<file path="config.mk">
export PLATFORM = sky130hd
export DESIGN_NAME = pipe_ctrl_tracker_flat
export DESIGN_NICKNAME = d
export VERILOG_FILES = /design/src/rtl/pipe_ctrl_tracker_pkg.sv /design/src/rtl/pipe_ctrl_tracker_if.sv /design/src/rtl/pipe_ctrl_tracker_fwd_unit.sv /design/src/rtl/pipe_ctrl_tracker.sv /design/src/flat_wrapper.sv
export SDC_FILE = /design/constraint.sdc
export NUM_CORES = 1
export LEC_CHECK = 0
export CELL_PAD_IN_SITES_DETAIL_PLACEMENT = 0
export CELL_PAD_IN_SITES_GLOBAL_PLACEMENT = 1
export CORE_MARGIN = 2
export CORE_UTILIZATION = 36
export DETAILED_ROUTE_END_ITERATION = 12
export GPL_TIMING_DRIVEN = 0
export HOLD_SLACK_MARGIN = 0.02
export PLACE_DENSITY_LB_ADDON = 0.1
export SLEW_MARGIN = 20
export SYNTH_ARGS = -nofsm -noshare
export SYNTH_HDL_FRONTEND = slang
export SYNTH_SLANG_ARGS = --single-unit
export TNS_END_PERCENT = 50
</file>
<file path="constraint.sdc">
create_clock -name clock -period 2.3 [get_ports clock]
set_input_delay 0.23 -clock clock [delete_from_list [all_inputs] [get_ports clock]]
set_output_delay 0.23 -clock clock [all_outputs]
set_load 0.005 [all_outputs]
</file>
<file path="src/rtl/pipe_ctrl_tracker_pkg.sv">
// Shared constants for the pipeline control tracker: ALU control encodings,
// forwarding-select encodings and the branch-resolution helper.
package pipe_ctrl_tracker_pkg;

    // ALU control encodings produced by the main decoder
    localparam logic [1:0] ALU_ADD   = 2'b00;
    localparam logic [1:0] ALU_SUB   = 2'b01;
    localparam logic [1:0] ALU_RTYPE = 2'b10;

    // Forwarding-mux selects for the EX-stage ALU operands
    localparam logic [1:0] FWD_REG = 2'b00;  // value read from the register file
    localparam logic [1:0] FWD_MEM = 2'b10;  // result held in EX/MEM
    localparam logic [1:0] FWD_WB  = 2'b01;  // result held in MEM/WB

    // BEQ takes on zero, BNE takes on non-zero
    function automatic logic branch_taken(input logic is_branch,
                                          input logic is_bne,
                                          input logic zero);
        return is_branch & (is_bne ? ~zero : zero);
    endfunction

endpackage

</file>
<file path="src/rtl/pipe_ctrl_tracker_if.sv">
// Decoder-side inputs and datapath-side control outputs of the tracker.
// master = decoder/datapath environment, slave = the tracker itself.
interface pipe_ctrl_tracker_if #(
    parameter int REG_AW = 5,
    parameter int CNT_W  = 16
);
    logic              id_RegDst;
    logic              id_Branch;
    logic              id_bne;
    logic              id_MemRead;
    logic              id_MemWrite;
    logic              id_MemToReg;
    logic              id_ALUSrc;
    logic              id_RegWrite;
    logic [1:0]        id_ALUcntrl;
    logic [REG_AW-1:0] id_rs;
    logic [REG_AW-1:0] id_rt;
    logic [REG_AW-1:0] id_rd;
    logic              ex_Zero;

    logic              stall;
    logic              flush_ifid;
    logic              pc_src;
    logic              ex_ALUSrc;
    logic [1:0]        ex_ALUcntrl;
    logic [REG_AW-1:0] ex_rs;
    logic [REG_AW-1:0] ex_rt;
    logic              mem_MemRead;
    logic              mem_MemWrite;
    logic              wb_RegWrite;
    logic              wb_MemToReg;
    logic [REG_AW-1:0] wb_dst;
    logic [1:0]        fwdA;
    logic [1:0]        fwdB;
    logic [CNT_W-1:0]  stall_cnt;
    logic [CNT_W-1:0]  flush_cnt;

    modport master (
        output id_RegDst, id_Branch, id_bne, id_MemRead, id_MemWrite, id_MemToReg,
               id_ALUSrc, id_RegWrite, id_ALUcntrl, id_rs, id_rt, id_rd, ex_Zero,
        input  stall, flush_ifid, pc_src, ex_ALUSrc, ex_ALUcntrl, ex_rs, ex_rt,
               mem_MemRead, mem_MemWrite, wb_RegWrite, wb_MemToReg, wb_dst,
               fwdA, fwdB, stall_cnt, flush_cnt
    );

    modport slave (
        input  id_RegDst, id_Branch, id_bne, id_MemRead, id_MemWrite, id_MemToReg,
               id_ALUSrc, id_RegWrite, id_ALUcntrl, id_rs, id_rt, id_rd, ex_Zero,
        output stall, flush_ifid, pc_src, ex_ALUSrc, ex_ALUcntrl, ex_rs, ex_rt,
               mem_MemRead, mem_MemWrite, wb_RegWrite, wb_MemToReg, wb_dst,
               fwdA, fwdB, stall_cnt, flush_cnt
    );
endinterface

</file>
<file path="src/rtl/pipe_ctrl_tracker_fwd_unit.sv">
// Forwarding unit: picks the freshest producer for each EX-stage source operand.
// EX/MEM beats MEM/WB; register $0 is never forwarded.
module pipe_fwd_unit
    import pipe_ctrl_tracker_pkg::*;
#(
    parameter int REG_AW = 5
) (
    input  logic [REG_AW-1:0] i_ex_rs,
    input  logic [REG_AW-1:0] i_ex_rt,
    input  logic              i_mem_RegWrite,
    input  logic [REG_AW-1:0] i_mem_dst,
    input  logic              i_wb_RegWrite,
    input  logic [REG_AW-1:0] i_wb_dst,
    output logic [1:0]        o_fwdA,
    output logic [1:0]        o_fwdB
);

    function automatic logic [1:0] fwd_sel(input logic [REG_AW-1:0] src,
                                           input logic              mem_we,
                                           input logic [REG_AW-1:0] mem_dst,
                                           input logic              wb_we,
                                           input logic [REG_AW-1:0] wb_dst);
        if (mem_we && (mem_dst != '0) && (mem_dst == src)) return FWD_MEM;
        if (wb_we && (wb_dst != '0) && (wb_dst == src))    return FWD_WB;
        return FWD_REG;
    endfunction

    // Operand A follows rs, operand B follows rt
    always_comb begin
        o_fwdA = FWD_REG;
        o_fwdB = FWD_REG;
        o_fwdA = fwd_sel(i_ex_rs, i_mem_RegWrite, i_mem_dst, i_wb_RegWrite, i_wb_dst);
        o_fwdB = fwd_sel(i_ex_rt, i_mem_RegWrite, i_mem_dst, i_wb_RegWrite, i_wb_dst);
    end

endmodule

</file>
<file path="src/rtl/pipe_ctrl_tracker.sv">
// Pipeline control tracker: carries decoded control ID->EX->MEM->WB, inserts
// load-use stalls, resolves BEQ/BNE in EX, and counts stall/flush events.
module pipe_ctrl_tracker
    import pipe_ctrl_tracker_pkg::*;
#(
    parameter int REG_AW = 5,
    parameter int CNT_W  = 16
) (
    input  logic               clock,
    input  logic               reset,
    pipe_ctrl_tracker_if.slave bus
);

    function automatic logic [CNT_W-1:0] sat_inc(input logic [CNT_W-1:0] v);
        return (&v) ? v : v + CNT_W'(1);
    endfunction

    logic              r_RegDst_p0, r_Branch_p0, r_bne_p0, r_MemRead_p0;
    logic              r_MemWrite_p0, r_MemToReg_p0, r_ALUSrc_p0, r_RegWrite_p0;
    logic [1:0]        r_ALUcntrl_p0;
    logic [REG_AW-1:0] r_rs_p0, r_rt_p0, r_rd_p0;

    logic              r_MemRead_p1, r_MemWrite_p1, r_MemToReg_p1, r_RegWrite_p1;
    logic [REG_AW-1:0] r_dst_p1;

    logic              r_MemToReg_p2, r_RegWrite_p2;
    logic [REG_AW-1:0] r_dst_p2;

    logic [CNT_W-1:0]  r_stall_cnt, r_flush_cnt;

    logic [REG_AW-1:0] w_ex_dst;
    logic              w_pc_src, w_stall;
    logic [1:0]        w_fwdA, w_fwdB;

    assign w_ex_dst = r_RegDst_p0 ? r_rd_p0 : r_rt_p0;
    assign w_pc_src = branch_taken(r_Branch_p0, r_bne_p0, bus.ex_Zero);
    // A taken branch squashes the waiting consumer, so it never stalls as well
    assign w_stall  = r_MemRead_p0 && (w_ex_dst != '0) &&
                      ((w_ex_dst == bus.id_rs) || (w_ex_dst == bus.id_rt)) && !w_pc_src;

    // ---- ID/EX boundary: load decoded control, or a bubble on stall/redirect
    always_ff @(posedge clock) begin
        if (!reset || w_pc_src || w_stall) begin
            r_RegDst_p0   <= 1'b0;
            r_Branch_p0   <= 1'b0;
            r_bne_p0      <= 1'b0;
            r_MemRead_p0  <= 1'b0;
            r_MemWrite_p0 <= 1'b0;
            r_MemToReg_p0 <= 1'b0;
            r_ALUSrc_p0   <= 1'b0;
            r_RegWrite_p0 <= 1'b0;
            r_ALUcntrl_p0 <= ALU_ADD;
            r_rs_p0       <= '0;
            r_rt_p0       <= '0;
            r_rd_p0       <= '0;
        end else begin
            r_RegDst_p0   <= bus.id_RegDst;
            r_Branch_p0   <= bus.id_Branch;
            r_bne_p0      <= bus.id_bne;
            r_MemRead_p0  <= bus.id_MemRead;
            r_MemWrite_p0 <= bus.id_MemWrite;
            r_MemToReg_p0 <= bus.id_MemToReg;
            r_ALUSrc_p0   <= bus.id_ALUSrc;
            r_RegWrite_p0 <= bus.id_RegWrite;
            r_ALUcntrl_p0 <= bus.id_ALUcntrl;
            r_rs_p0       <= bus.id_rs;
            r_rt_p0       <= bus.id_rt;
            r_rd_p0       <= bus.id_rd;
        end
    end

    // ---- EX/MEM boundary: always advances, a bubble carries zero control
    always_ff @(posedge clock) begin
        if (!reset) begin
            r_MemRead_p1  <= 1'b0;
            r_MemWrite_p1 <= 1'b0;
            r_MemToReg_p1 <= 1'b0;
            r_RegWrite_p1 <= 1'b0;
            r_dst_p1      <= '0;
        end else begin
            r_MemRead_p1  <= r_MemRead_p0;
            r_MemWrite_p1 <= r_MemWrite_p0;
            r_MemToReg_p1 <= r_MemToReg_p0;
            r_RegWrite_p1 <= r_RegWrite_p0;
            r_dst_p1      <= w_ex_dst;
        end
    end

    // ---- MEM/WB boundary: always advances
    always_ff @(posedge clock) begin
        if (!reset) begin
            r_MemToReg_p2 <= 1'b0;
            r_RegWrite_p2 <= 1'b0;
            r_dst_p2      <= '0;
        end else begin
            r_MemToReg_p2 <= r_MemToReg_p1;
            r_RegWrite_p2 <= r_RegWrite_p1;
            r_dst_p2      <= r_dst_p1;
        end
    end

    // Saturating event counters, cleared only by reset
    always_ff @(posedge clock) begin
        if (!reset) begin
            r_stall_cnt <= '0;
            r_flush_cnt <= '0;
        end else begin
            if (w_stall)  r_stall_cnt <= sat_inc(r_stall_cnt);
            if (w_pc_src) r_flush_cnt <= sat_inc(r_flush_cnt);
        end
    end

    pipe_fwd_unit #(
        .REG_AW (REG_AW)
    ) u_fwd (
        .i_ex_rs        (r_rs_p0),
        .i_ex_rt        (r_rt_p0),
        .i_mem_RegWrite (r_RegWrite_p1),
        .i_mem_dst      (r_dst_p1),
        .i_wb_RegWrite  (r_RegWrite_p2),
        .i_wb_dst       (r_dst_p2),
        .o_fwdA         (w_fwdA),
        .o_fwdB         (w_fwdB)
    );

    assign bus.stall        = w_stall;
    assign bus.flush_ifid   = w_pc_src;
    assign bus.pc_src       = w_pc_src;
    assign bus.ex_ALUSrc    = r_ALUSrc_p0;
    assign bus.ex_ALUcntrl  = r_ALUcntrl_p0;
    assign bus.ex_rs        = r_rs_p0;
    assign bus.ex_rt        = r_rt_p0;
    assign bus.mem_MemRead  = r_MemRead_p1;
    assign bus.mem_MemWrite = r_MemWrite_p1;
    assign bus.wb_RegWrite  = r_RegWrite_p2;
    assign bus.wb_MemToReg  = r_MemToReg_p2;
    assign bus.wb_dst       = r_dst_p2;
    assign bus.fwdA         = w_fwdA;
    assign bus.fwdB         = w_fwdB;
    assign bus.stall_cnt    = r_stall_cnt;
    assign bus.flush_cnt    = r_flush_cnt;

endmodule

</file>
<file path="src/flat_wrapper.sv">
// flat-port wrapper written by rule: the top's interface ports become plain ports
module pipe_ctrl_tracker_flat import pipe_ctrl_tracker_pkg::*;
#(
    parameter int REG_AW = 5,
    parameter int CNT_W  = 16
)
  (clock, reset, bus_id_RegDst, bus_id_Branch, bus_id_bne, bus_id_MemRead, bus_id_MemWrite, bus_id_MemToReg, bus_id_ALUSrc, bus_id_RegWrite, bus_id_ALUcntrl, bus_id_rs, bus_id_rt, bus_id_rd, bus_ex_Zero, bus_stall, bus_flush_ifid, bus_pc_src, bus_ex_ALUSrc, bus_ex_ALUcntrl, bus_ex_rs, bus_ex_rt, bus_mem_MemRead, bus_mem_MemWrite, bus_wb_RegWrite, bus_wb_MemToReg, bus_wb_dst, bus_fwdA, bus_fwdB, bus_stall_cnt, bus_flush_cnt);
  pipe_ctrl_tracker_if #(.REG_AW(REG_AW), .CNT_W(CNT_W)) bus_i ();
  input  logic clock;
  input  logic reset;
  input wire logic [$bits(bus_i.id_RegDst)-1:0] bus_id_RegDst;
  input wire logic [$bits(bus_i.id_Branch)-1:0] bus_id_Branch;
  input wire logic [$bits(bus_i.id_bne)-1:0] bus_id_bne;
  input wire logic [$bits(bus_i.id_MemRead)-1:0] bus_id_MemRead;
  input wire logic [$bits(bus_i.id_MemWrite)-1:0] bus_id_MemWrite;
  input wire logic [$bits(bus_i.id_MemToReg)-1:0] bus_id_MemToReg;
  input wire logic [$bits(bus_i.id_ALUSrc)-1:0] bus_id_ALUSrc;
  input wire logic [$bits(bus_i.id_RegWrite)-1:0] bus_id_RegWrite;
  input wire logic [$bits(bus_i.id_ALUcntrl)-1:0] bus_id_ALUcntrl;
  input wire logic [$bits(bus_i.id_rs)-1:0] bus_id_rs;
  input wire logic [$bits(bus_i.id_rt)-1:0] bus_id_rt;
  input wire logic [$bits(bus_i.id_rd)-1:0] bus_id_rd;
  input wire logic [$bits(bus_i.ex_Zero)-1:0] bus_ex_Zero;
  output wire logic [$bits(bus_i.stall)-1:0] bus_stall;
  output wire logic [$bits(bus_i.flush_ifid)-1:0] bus_flush_ifid;
  output wire logic [$bits(bus_i.pc_src)-1:0] bus_pc_src;
  output wire logic [$bits(bus_i.ex_ALUSrc)-1:0] bus_ex_ALUSrc;
  output wire logic [$bits(bus_i.ex_ALUcntrl)-1:0] bus_ex_ALUcntrl;
  output wire logic [$bits(bus_i.ex_rs)-1:0] bus_ex_rs;
  output wire logic [$bits(bus_i.ex_rt)-1:0] bus_ex_rt;
  output wire logic [$bits(bus_i.mem_MemRead)-1:0] bus_mem_MemRead;
  output wire logic [$bits(bus_i.mem_MemWrite)-1:0] bus_mem_MemWrite;
  output wire logic [$bits(bus_i.wb_RegWrite)-1:0] bus_wb_RegWrite;
  output wire logic [$bits(bus_i.wb_MemToReg)-1:0] bus_wb_MemToReg;
  output wire logic [$bits(bus_i.wb_dst)-1:0] bus_wb_dst;
  output wire logic [$bits(bus_i.fwdA)-1:0] bus_fwdA;
  output wire logic [$bits(bus_i.fwdB)-1:0] bus_fwdB;
  output wire logic [$bits(bus_i.stall_cnt)-1:0] bus_stall_cnt;
  output wire logic [$bits(bus_i.flush_cnt)-1:0] bus_flush_cnt;
  assign bus_i.id_RegDst = bus_id_RegDst;
  assign bus_i.id_Branch = bus_id_Branch;
  assign bus_i.id_bne = bus_id_bne;
  assign bus_i.id_MemRead = bus_id_MemRead;
  assign bus_i.id_MemWrite = bus_id_MemWrite;
  assign bus_i.id_MemToReg = bus_id_MemToReg;
  assign bus_i.id_ALUSrc = bus_id_ALUSrc;
  assign bus_i.id_RegWrite = bus_id_RegWrite;
  assign bus_i.id_ALUcntrl = bus_id_ALUcntrl;
  assign bus_i.id_rs = bus_id_rs;
  assign bus_i.id_rt = bus_id_rt;
  assign bus_i.id_rd = bus_id_rd;
  assign bus_i.ex_Zero = bus_ex_Zero;
  assign bus_stall = bus_i.stall;
  assign bus_flush_ifid = bus_i.flush_ifid;
  assign bus_pc_src = bus_i.pc_src;
  assign bus_ex_ALUSrc = bus_i.ex_ALUSrc;
  assign bus_ex_ALUcntrl = bus_i.ex_ALUcntrl;
  assign bus_ex_rs = bus_i.ex_rs;
  assign bus_ex_rt = bus_i.ex_rt;
  assign bus_mem_MemRead = bus_i.mem_MemRead;
  assign bus_mem_MemWrite = bus_i.mem_MemWrite;
  assign bus_wb_RegWrite = bus_i.wb_RegWrite;
  assign bus_wb_MemToReg = bus_i.wb_MemToReg;
  assign bus_wb_dst = bus_i.wb_dst;
  assign bus_fwdA = bus_i.fwdA;
  assign bus_fwdB = bus_i.fwdB;
  assign bus_stall_cnt = bus_i.stall_cnt;
  assign bus_flush_cnt = bus_i.flush_cnt;
  pipe_ctrl_tracker #(.REG_AW(REG_AW), .CNT_W(CNT_W)) u_core (.clock(clock), .reset(reset), .bus(bus_i));
endmodule
</file>
==> impl_metrics.yaml, run 1 <==
synth:
  yosys-top-cells-area: "dfxtp_1 (46%), and2_1 (7.3%), xnor2_1 (6.1%)"
  ys_ff_latch: 73
  synth_top_area_frac: 0.462
  yosysSeqAreaShare: 0.462
  async_flop_share: 0
  synth-edff-count: 0
  syn_area_mm2: 0.00316
  synth_ff_type: "dfxtp_1"
  synth_top_area_cell: "dfxtp_1"
  syn_avg_cell_area_um2: 9.50
  syn_inst: 333
  ys_warn_count: 0
  synth_common_cells: "dfxtp_1 (73), and2_1 (37), nor2_1 (22), xnor2_1 (22), xor2_1 (20)"
  synth_fp_nets: 363
  yosysMostFrequentCell: "dfxtp_1"
  synth.distinct_cells: 39
clock_tree:
  cts_sinks: 73
  cts_tree: "done"
  hold_buffers: 0
  clkLatencyLatePin_ns: 0.34
  cts_max_level: 3
  path_clk_slew_ns: 0.07
  cts-buffers-inserted: 9
  root_buffer: "clkbuf_8"
  cts_max_path_buffers: 2
sta:
  worst_pin_slew_ns: 0.623
  slew_viol_final: 0
  rsz0062_at_grt: "yes"
  setup_violations: 1
  fin_crit_sh: 1.03
  fin_ws_ns: -0.0634
  clock_skew_ns: 0.0109
  min_period_ns: 2.36
  slew_headroom: 0.582
  hold_violations: 0
  max_freq_mhz: 423
worst_setup_path:
  cpMaxStageDelayCell: "or4b_4"
  path_cells: "or4b_4 > o31ai_4 > nor4_2 > a22oi_2 > buf_6 > buf_8 > inv_2 > clkbuf_2"
  cpPeakStageDelay_ns: 0.53
  critPathLaunchType: "flop"
  reg2reg_depth: 9
  r2r-start: "u_core.r_RegDst_p0"
  reg2reg_setup_slack_ns: 0.02
  critPathKind: "flop to output pin"
  cp_top_family: "simple AND/OR/NAND/NOR gates"
  crit_buf_inv: 4
  crit_fanout: 2
  worstPathRequired_ns: 2.07
  cp-end-kind: "output pin"
  crit_arrival_ns: 2.13
  r2r-end: "u_core.bus.stall_cnt[9]"
flow_run:
  maxCapViolCount: 0
min_path:
  min_to: "u_core.r_rd_p0[2]"
  hp-class: "primary input to flop"
  min_path_cells: 2
  min-delay-start: "bus_id_rd[2]"
global_routing:
  grt_overflow: 0
  grt_start_max_net_pins: 12
  grt_pass1_wl_um: 13500
  grtUsageTotal: 0.176
  antenna_found_initial: 0
  grt_pass1_vias: 2717
detailed_routing:
  drt_iter0_markers: 57
  wl_per_cell_um: 14.8
  viasPerCell: 5.00
  postRouteAntennaNets: 0
  vias: 2754
  drtPass1Iterations: 4
  drc: 0
  wl_um: 8150
outcome:
  outcome: "finished with violations"
  violations: "setup timing"
placed_design:
  dp_worst_setup_slack_ns: -0.524
  portBuffers: 88
  gp_congestion: 0.774
  hpwl_um: 5700
final_layout:
  utilization: 0.539
  final_nets: 469
  area_growth_pct: 47.2
  drive_gt1_frac: 0.196
  n_antenna_cell: 0
floorplanning:
  dieWidth_um: 97.7
  io_pins: 89
  num_rows: 34
  die_h_um: 97.7
  coreArea_mm2: 0.00864
  start_util: 0.366
  die_area_mm2: 0.00955
power_and_ir_drop:
  p_per_area_mw_per_mm2: 543
  peakVddDrop_v: 0.000340
  p_leak_uw: 0.00168
cell families after synthesis:
family                   after synthesis  share of synthesized area
AND/OR/NAND/NOR                      144                      0.263
XOR/XNOR                              42                      0.116
AO/OA/AOI/OAI                         45                     0.0910
multiplexers                           6                     0.0237
flip-flops                            73                      0.462
adder cells (fa/ha/maj)                2                    0.00791
buffers and inverters                 21                     0.0356
area by class of cell:
type / instances / area, um2
clock buffers: 12 / 135
plain buffers: 13 / 103
inverters: 5 / 18.8
well taps: 108 / 135
fillers: 828 / 3980
clock inverters: 3 / 18.8
multi-input cells: 239 / 1790
flip-flops and latches: 73 / 1490
repair buffers: 98 / 965
what timing repair did:
item	CTS	global route
pin swaps	12	11
gates resized for setup	29	50
setup endpoints to repair	38	51
buffers inserted	7	3
layer usage:
metal  share of wire  up-vias  GRT usage
met1            0.47     1281      0.230
met4           0.010        0     0.0491
li1                -     1390          -
met3           0.049        9     0.0565
met2            0.47       74      0.282
met5               0        -          0
power breakdown:
part	internal (uW)	switching, uW	leakage (uW)	total, uW
clock	385	463	0.0000802	849
sequential	1310	48.7	0.000602	1350
combinational	196	128	0.000998	324
flip-flops by register name, indices dropped and copies added, names as in the netlist, 2 cells and up:
name                    flops
u_core.r_dst_p1             5
u_core.bus.flush_cnt       16
u_core.r_rd_p0              5
u_core.bus.wb_dst           5
u_core.bus.stall_cnt       16
u_core.bus.ex_rs            5
u_core.bus.ex_rt            5
u_core.bus.ex_ALUcntrl      2
cells in the final DEF (no fill, tap or decap), types with 6 or more instances in the layout:
cell,synthesis,layout
dfxtp_1,73,60
and2_1,37,35
nand3_1,15,15
clkdlybuf4s50_1,0,85
nor4_2,2,6
or4_1,15,8
buf_4,5,8
clkbuf_8,0,9
or3_1,6,6
and3_1,7,7
dfxtp_2,0,9
nor2_1,22,21
xnor2_1,22,19
nand4_1,8,8
or4_4,0,7
o21ai_0,8,7
nand2_1,12,11
clkbuf_1,9,8
xor2_1,20,20
a21oi_1,17,12
o31ai_1,10,10
worst max path at each step:
| stage | cells after the start | slack (ns) | from | end |
|---|---|---|---|---|
| finish | 8 | -0.06 | u_core.r_rd_p0[2] | bus_stall |
| global route | 8 | -0.15 | u_core.r_rd_p0[2] | bus_stall |
| CTS | 9 | -0.21 | u_core.r_RegDst_p0 | bus_stall |
| detailed placement | 9 | -0.52 | u_core.r_RegDst_p0 | bus_stall |
| global placement | 9 | -0.52 | u_core.r_RegDst_p0 | bus_stall |
| floorplan | 8 | 0.17 | u_core.r_RegDst_p0 | u_core.bus.stall_cnt[12] |
metrics by stage:
stage	setup TNS, ns	hold WS, ns	instances	power, uW	cell area (um2)
5_1_grt	-1.51	0.421	551	2660	4660
4_1_cts	-0.464	0.417	551	2540	4490
6_report	-0.0634	0.430	551	2530	4660
3_5_place_dp	-6.79	0.422	529	1650	4180
2_1_floorplan	0	0.352	333	1510	3160
3_3_place_gp	-6.55	0.414	529	1650	4180
Power figures use the tool's default switching activity.
==> run 2: changes to the inputs <==
ABC_AREA = 1   (was default)
CORE_UTILIZATION = 35   (was 36)
==> run 2 against run 1 <==
Compared with the run above: the flow now finishes without violations; area after synthesis up 19%; final cell count up 44%; setup slack better by 0.16 ns; combinational power up 14%; non-clock buffer count down 5; final area up 8.3%; clock power up 20%.
==> impl_metrics.yaml, run 2 <==
power_and_ir_drop:
  p_per_area_mw_per_mm2: 543
  pwr-share-comb: 0.135
  p_sw_uw: 717
  p_seq_frac: 0.494
  pwr-share-clk: 0.371
  p_int_uw: 2020
  sw_frac_of_total: 0.262
  peakVddDrop_v: 0.000315
  p_leak_uw: 0.00221
worst_setup_path:
  critPathLaunch: "u_core.r_RegDst_p0"
  critPathLaunchType: "flop"
  crit_fanout: 9
  critPathKind: "flop to output pin"
  cp-end-kind: "output pin"
  r2r-start: "u_core.bus.stall_cnt[0]"
  setup.worst_path.end: "bus_stall"
  reg2reg_depth: 11
  crit_arrival_ns: 1.97
  r2r-end: "u_core.bus.stall_cnt[9]"
  worstPathRequired_ns: 2.07
  reg2reg_setup_slack_ns: 0.42
detailed_routing:
  drc: 0
  wl_per_cell_um: 12.4
  wl_um: 9890
  drt_iter0_markers: 98
  postRouteAntennaNets: 0
  viasPerCell: 4.54
  vias: 3616
  drtPass1Iterations: 4
sta:
  slew_headroom: 0.602
  setup_violations: 0
  clock_skew_ns: 0.00883
  min_period_ns: 2.20
  worst_pin_slew_ns: 0.598
  fin_crit_sh: 0.957
  hold_violations: 0
  rsz0062_at_grt: "yes"
  slew_viol_final: 0
  max_freq_mhz: 454
synth:
  async_flop_share: 0
  yosys.area_share.adder: 0.00665
  muxShareOfSynthArea: 0
  synth.distinct_cells: 30
  ys_warn_count: 0
  syn_area_mm2: 0.00376
  synth_top_family_by_area: "simple AND/OR/NAND/NOR gates"
  synth_top_area_frac: 0.389
  synth_xor_area_frac: 0.0582
  synth_top_area_cell: "dfxtp_1"
  syn_inst: 555
  yosys-top-cells-area: "dfxtp_1 (39%), nand2_1 (12%), inv_1 (11%)"
  yosysMostFrequentCell: "nand2_1"
  ys_ff_latch: 73
  synth_compound_area_frac: 0.0406
  synth_fp_nets: 585
  yosys.area_share.simple: 0.369
  synth-edff-count: 0
  synth_ff_type: "dfxtp_1"
  syn_avg_cell_area_um2: 6.78
  synth_common_cells: "nand2_1 (123), inv_1 (106), dfxtp_1 (73), nor2_1 (61), nand3_1 (41)"
  yosysSeqAreaShare: 0.389
global_routing:
  grt_start_max_net_pins: 13
  grt_pass1_vias: 3505
  antenna_found_initial: 0
  grt_overflow: 0
  grt_pass1_wl_um: 16500
  grtUsageTotal: 0.180
outcome:
  outcome: "finished clean"
clock_tree:
  cts_tree: "done"
  clkLatencyLatePin_ns: 0.35
  root_buffer: "clkbuf_8"
  cts_sinks: 73
  path_clk_slew_ns: 0.08
  cts_max_path_buffers: 2
  cts-buffers-inserted: 9
  cts_max_level: 3
floorplanning:
  dieWidth_um: 108
  die_area_mm2: 0.0116
  num_rows: 37
  io_pins: 89
  start_util: 0.363
  die_h_um: 108
  coreArea_mm2: 0.0104
placed_design:
  hpwl_um: 7460
  placed_cells: 778
  portBuffers: 87
  gp_congestion: 0.860
final_layout:
  area_growth_pct: 34.1
  final_cell_mix: "nand2_1 (123), inv_1 (106), clkdlybuf4s50_1 (83)"
  final_nets: 685
  utilization: 0.486
  n_antenna_cell: 0
  fin_cells: 796
  layout.cells.most_common: "nand2_1"
  drive_gt1_frac: 0.105
min_path:
  hp-class: "primary input to flop"
  min-delay-start: "bus_id_rd[0]"
flow_run:
  maxCapViolCount: 0
## run 2: metrics by stage
step	cell area, um2	TNS [ns]	power (uW)	hold WS, ns	worst slack, ns
after floorplan	3760	0	1580	0.342	0.707
after global placement	4800	-0.0364	1740	0.399	-0.0364
after detailed placement	4800	-0.0679	1740	0.400	-0.0679
after CTS	5020	0	2790	0.382	0.0298
after global routing	5040	-0.0334	2900	0.387	-0.0334
final	5040	0	2740	0.403	0.0986
## run 2: final cells by class
class | instances | area [um2]
buffer | 17 | 113
clock inverter | 4 | 51.3
timing repair buffer | 89 | 885
clock buffer | 12 | 145
sequential | 73 | 1470
tap | 136 | 170
inverter | 107 | 404
multi-input combinational | 358 | 1810
fill | 1071 | 5330
## run 2: worst min path at each step
stage / end / slack, ns / depth (start not counted)
after floorplan: u_core.bus.ex_rs[2] / 0.34 / 2
after global placement: u_core.bus.wb_MemToReg / 0.40 / 2
after detailed placement: u_core.bus.wb_MemToReg / 0.40 / 2
after CTS: u_core.r_bne_p0 / 0.38 / 3
after global routing: u_core.bus.ex_ALUSrc / 0.39 / 3
final: u_core.r_rd_p0[0] / 0.40 / 3
## run 2: routing by layer
metal	vias to the layer above	wire [um]	global-route usage
met5	-	0	0
met4	0	136	0.0522
li1	1910	-	-
met2	92	4640	0.294
met3	11	485	0.0460
met1	1603	4630	0.235
## run 2: cells by family (layout without fill, tap and decap cells)
group,after synthesis,after routing
compound gates,28,28
buf+inv,124,229
simple gates,303,303
fa+ha+maj,2,2
xor+xnor,25,25
flops,73,73
## run 2: worst max-delay path: stages (launching register included)
cell and delay [ns]:
dfxtp_1 0.31, buf_6 0.13, inv_4 0.10, nand2_2 0.06, nand2_1 0.16, nand3_1 0.10, nor3_1 0.23, nor2_2 0.10
nand2_2 0.11, inv_1 0.04, dlygate4sd2_1 0.27
## run 2: power groups by stage
stage               registers [uW]  logic, uW  clock network (uW)
finish                        1350        370                1020
global route                  1360        414                1120
CTS                           1350        370                1060
detailed placement            1380        365                   0
global placement              1380        362                   0
floorplan                     1370        212                   0
## run 2: timing repair
action | 4_1_cts | 5_1_grt
resized for setup | 6 | 8
endpoints found under the hold margin | 0 | 0
endpoints found under the setup margin | 3 | 3
hold buffers | 0 | 0
pin swaps | 1 | 1
buffers inserted | 1 | 1
==> run 3: changes to the inputs <==
HOLD_SLACK_MARGIN = default   (was 0.02)
==> results of run 3 <==
No change in the layout: final DEF, timing and power equal those of run 2.
